$ cat config.mk
export PLATFORM = sky130hd
export DESIGN_NAME = stack_unit
export DESIGN_NICKNAME = d
export VERILOG_FILES = /design/src/rtl/stack_unit.sv
export SDC_FILE = /design/constraint.sdc
export NUM_CORES = 1
export LEC_CHECK = 0
export CORE_MARGIN = 4
export CORE_UTILIZATION = 60
export CTS_BUF_LIST = sky130_fd_sc_hd__clkbuf_8
export CTS_CLUSTER_DIAMETER = 80
export CTS_CLUSTER_SIZE = 8
export DETAILED_ROUTE_END_ITERATION = 8
export PLACE_DENSITY_LB_ADDON = 0.15
export SETUP_SLACK_MARGIN = 0.15
export SYNTH_ARGS = -nofsm -noshare
export SYNTH_HDL_FRONTEND = slang
export SYNTH_SLANG_ARGS = --single-unit
export TNS_END_PERCENT = 5
$ cat constraint.sdc
create_clock -name clk -period 8.05 [get_ports clk]
set_input_delay 1.61 -clock clk [delete_from_list [all_inputs] [get_ports clk]]
set_output_delay 1.61 -clock clk [all_outputs]
set_load 0.05 [all_outputs]
$ cat src/rtl/stack_unit.sv
// LIFO stack of DEPTH x WIDTH entries with push/pop/tos/replace and sticky ovf/unf flags (macro STACK_ERR_EN).
// Latency: pop/tos/replace capture the top entry on dout one cycle after the edge; count updates on the same edge.
// Backpressure: none; push on full and pop/tos on empty are dropped and flagged, count saturates at DEPTH and 0.
module stack_unit #(
    parameter int WIDTH = 8,
    parameter int DEPTH = 8
) (
    input  logic                   clk,
    input  logic                   rst,
    input  logic                   push,
    input  logic                   pop,
    input  logic                   tos,
    input  logic [WIDTH-1:0]       din,
    output logic [WIDTH-1:0]       dout,
    output logic [$clog2(DEPTH):0] count,
    output logic                   empty,
    output logic                   full,
    input  logic                   err_clr,
    output logic                   ovf,
    output logic                   unf
);
    localparam int AW = $clog2(DEPTH);
    localparam int CW = AW + 1;

    logic [WIDTH-1:0] mem_q [DEPTH];
    logic [WIDTH-1:0] mem_d [DEPTH];
    logic [CW-1:0]    count_q, count_d;
    logic [WIDTH-1:0] dout_q, dout_d;
    logic             ovf_set, unf_set;
    logic [AW-1:0]    top_idx, wr_idx;

    assign empty   = (count_q == '0);
    assign full    = (count_q == CW'(DEPTH));
    assign top_idx = AW'(count_q - CW'(1));
    assign wr_idx  = count_q[AW-1:0];

    always_comb begin
        mem_d   = mem_q;
        count_d = count_q;
        dout_d  = dout_q;
        ovf_set = 1'b0;
        unf_set = 1'b0;
        // pop dominates tos; push+pop on a non-empty stack replaces the top in place
        if (push && pop) begin
            if (!empty) begin
                dout_d         = mem_q[top_idx];
                mem_d[top_idx] = din;
            end else begin
                mem_d[wr_idx] = din;
                count_d       = count_q + CW'(1);
                unf_set       = 1'b1;
            end
        end else if (pop) begin
            if (!empty) begin
                dout_d  = mem_q[top_idx];
                count_d = count_q - CW'(1);
            end else begin
                unf_set = 1'b1;
            end
        end else if (push) begin
            if (!full) begin
                mem_d[wr_idx] = din;
                count_d       = count_q + CW'(1);
            end else begin
                ovf_set = 1'b1;
            end
        end else if (tos) begin
            if (!empty) begin
                dout_d = mem_q[top_idx];
            end else begin
                unf_set = 1'b1;
            end
        end
    end

    // Entry storage carries no reset; reads are gated by count.
    always_ff @(posedge clk) begin
        mem_q <= mem_d;
    end

    always_ff @(posedge clk or negedge rst) begin
        if (!rst) begin
            count_q <= '0;
            dout_q  <= '0;
        end else begin
            count_q <= count_d;
            dout_q  <= dout_d;
        end
    end

    assign count = count_q;
    assign dout  = dout_q;

`ifdef STACK_ERR_EN
    logic ovf_q, ovf_d, unf_q, unf_d;

    // A new error in the same cycle as err_clr keeps the flag set.
    always_comb begin
        ovf_d = ovf_set | (ovf_q & ~err_clr);
        unf_d = unf_set | (unf_q & ~err_clr);
    end

    always_ff @(posedge clk or negedge rst) begin
        if (!rst) begin
            ovf_q <= 1'b0;
            unf_q <= 1'b0;
        end else begin
            ovf_q <= ovf_d;
            unf_q <= unf_d;
        end
    end

    assign ovf = ovf_q;
    assign unf = unf_q;
`else
    logic unused_err;
    assign unused_err = err_clr ^ ovf_set ^ unf_set;
    assign ovf = 1'b0;
    assign unf = 1'b0;
`endif

endmodule

==> out/results.tsv <==
stage	metric	value	unit
floorplan	die span in y	89.6	µm
floorplan	Initial Utilization	0.622	
layout	Area Growth Syn to Fin	11.7	%
setup_path	Critical Path AT	3.09	ns
synth	asr flop ratio synth	0.158	
job	Max-Cap Viols	0	
timing	Least-Margin Pin Slew	1.19	ns
placement	GPL Wtd Cong	0.890	
global_route	M3 GR Usage	0.0538	
cts	Sink Count	76	
synth	register bit total from synthesis	76	
global_route	initial antenna violation count	0	
synth	Synth cell types	36	
global_route	All-Layer GR Usage	0.265	
global_route	M2 GR Usage	0.432	
synth	Main synth FF type	edfxtp_1	
cts	H-tree depth	3	
pwr	peak supply drop	0.242	mV
routing	DRC	0	
global_route	vias in the first global route	2723	
placement	port bufs	26	
timing	post-layout min period	4.70	ns
synth	Mapped Avg Cell Area	13.1	µm²
timing	normalized max-slew margin	0.197	
layout	Non-Filler Instances	400	
cts	PostCTS Resize Cnt	0	
synth	Commonest cells post-synth	a22o_1 (64), edfxtp_1 (64), buf_1 (15), mux2_2 (15)	
floorplan	Die Wd	89.6	µm
worst_hold_path	Hold WC Path Type	reg -> reg	
placement	placed cell count	384	
setup_path	crit start category	flop	
setup_path	crit path cell chain	buf_4, inv_1, ha_1, or3b_1, inv_1, clkdlybuf4s50_1	
floorplan	Rows	29	
synth	Synthesis Warnings	0	
global_route	grt ovf	0	
setup_path	Worst EP required	6.44	ns
cts	Post-CTS Setup Repair Bufs	0	
cts	Skew-Pair Late Insertion Delay	0.36	ns
synth	post-synth top area share	0.481	
synth	Synth area leaders	edfxtp_1 (48%), a22o_1 (14%), dfrtp_1 (7.5%), mux2_2 (4.2%), mux2i_1 (3.0%)	
setup_path	CP max-delay cell	clkdlybuf4s50_1	
routing	Vias	2870	
setup_path	FF-to-FF End	mem_q[1]	
setup_path	register-to-register path setup slack	4.30	ns
timing	f_max	213	MHz
cts	Hold-fix buffers, CTS	0	
pwr	P_leak	1.61	nW
synth	Seq/Total Area, Yosys	0.556	
timing	final hold violations	0	
worst_hold_path	Cells on Worst Hold Path	1	
worst_hold_path	WHS Endpoint	dout[0]	
global_route	pin count of the biggest net entering global routing	34	
floorplan	I/O Pins	30	
synth	cells after synthesis	306	
timing	Slew Limit Fails	0	
floorplan	die area	8030	µm²
setup_path	RR Startpoint	count[0]	
timing	setup tns final	0	ns
cts	Clock transition at path regs	0.08	ns
timing	setup violators final	0	
floorplan	Core ar.	6420	µm²
layout	layout cell share with drive strength beyond 1	0.139	
synth	Synth area leader	edfxtp_1	
routing	WL/cell	24.9	µm
global_route	Most Crowded Layer GR	met2	
timing	clock skew	0.0138	ns
layout	ant diodes	0	
placement	Post-DP HPWL	6630	µm
setup_path	WS Path Type	reg -> out	
timing	RSZ-0062 raised after global routing	no	
synth	mapped cell area	4000	µm²
cts	TritonCTS clock tree	built	
worst_hold_path	HP Start	dout[0]	
layout	filler cell count	465	
timing	crit share post-route	0.584	
synth	EDFF count, synth	64	
setup_path	Setup crit end kind	primary output	
routing	Routed Antenna Nets	0	
global_route	met1 Usage GRT	0.351	
setup_path	CP dominant cell by count	inv_1	
setup_path	Max Fanout on Critical Path	33	
routing	drt pass-1 iters	5	
routing	Vias/cell	7.18	
cts	clock buffer count from CTS	9	
pwr	Pwr Density	485	nW/µm²
run_status	status	complete, no violations	
routing	routed wire length	9940	µm
setup_path	worst reg2reg path depth	6	
cts	CTS root buf	clkbuf_8	
cts	clock buffer depth	2	
routing	1st-iter DRT viols	326	
setup_path	slowest cell delay on critical path	0.80	ns
layout	nets	335	
global_route	first-pass GRT wire length	15400	µm
-- routing by layer --
layer | vias to the layer above | part of all wire
met3 | 33 | 0.078
met1 | 1430 | 0.40
met2 | 159 | 0.50
met4 | 0 | 0.025
met5 | - | 0
li1 | 1248 | -
-- cells in the final DEF, fill, tap and decap left out, types with 2 or more instances in the layout --
cell,instances
a22o_1,64
edfxtp_1,64
clkdlybuf4s50_1,26
mux2_2,15
nand3_1,13
nand2_1,13
mux2i_1,12
dfrtp_1,12
a21oi_1,9
nor2b_1,9
clkbuf_8,9
nor3_1,7
a2111oi_0,6
inv_1,5
nor2_1,5
mux2i_2,5
mux4_2,5
o221ai_1,5
xnor2_1,4
o22ai_1,3
and2_1,3
o41ai_1,3
ha_1,3
clkinvlp_4,3
buf_4,3
xor2_1,2
nor4_1,2
conb_1,2
bufinv_16,2
-- stage by stage --
stage          instance area (µm²)  utilization  hold slack, ns  setup WS (ns)  power [W]
2_1_floorplan                 4000            -           0.536           4.35    0.00152
3_3_place_gp                  4240        0.660           0.483           3.77    0.00179
3_5_place_dp                  4240        0.660           0.492           3.78    0.00182
4_1_cts                       4460        0.695           0.511           3.38    0.00215
5_1_grt                       4460        0.695           0.516           3.24    0.00227
6_report                      4460        0.695           0.510           3.35    0.00216
-- cells by family (layout without fill, tap and decap cells) --
kind of cell	after synthesis	after routing	share of synthesized area
AND/OR/NAND/NOR	57	57	0.0730
adder cells (fa/ha/maj)	3	3	0.00939
multiplexers	37	37	0.118
other	1	2	0.000938
flip-flops	76	76	0.556
XOR/XNOR	6	6	0.0131
buffers and inverters	34	50	0.0398
AO/OA/AOI/OAI	92	92	0.190
-- cell type report --
type,count,area (µm²),area share
inverter,5,18.8,0.00421
multi-input combinational,197,1620,0.363
sequential,76,2220,0.498
clock buffer,9,124,0.0278
clock inverter,7,100,0.0224
timing repair buffer,29,283,0.0634
tap,77,96.3,0.0216
-- worst max-delay path: cells and delay by family, from the launching register on --
kind                     cells  cell delay, ns
AND/OR/NAND/NOR              1            0.41
adder cells (fa/ha/maj)      1            0.38
buffers and inverters        4            1.56
flip-flops                   1            0.36
-- sequential cells by signal, indices dropped and copies added (netlist names) --
register	cells
count	4
dout	8
mem_q	64
-- worst max-delay path by stage --
| stage | from | to | slack (ns) | depth (start not counted) |
|---|---|---|---|---|
| 6_report | count[0] | empty | 3.35 | 6 |
| 3_3_place_gp | count[0] | empty | 3.77 | 6 |
| 5_1_grt | count[0] | empty | 3.24 | 6 |
| 4_1_cts | count[0] | empty | 3.38 | 6 |
| 3_5_place_dp | count[0] | empty | 3.78 | 6 |
| 2_1_floorplan | count[0] | empty | 4.35 | 5 |
-- where the power goes --
part | switching [W] | internal, W | total (W)
registers | 0.0000976 | 0.000640 | 0.000737
logic | 0.000655 | 0.000443 | 0.00110
clock network | 0.000152 | 0.000176 | 0.000328
total | 0.000904 | 0.00126 | 0.00216
(Power assumes the default switching activity.)
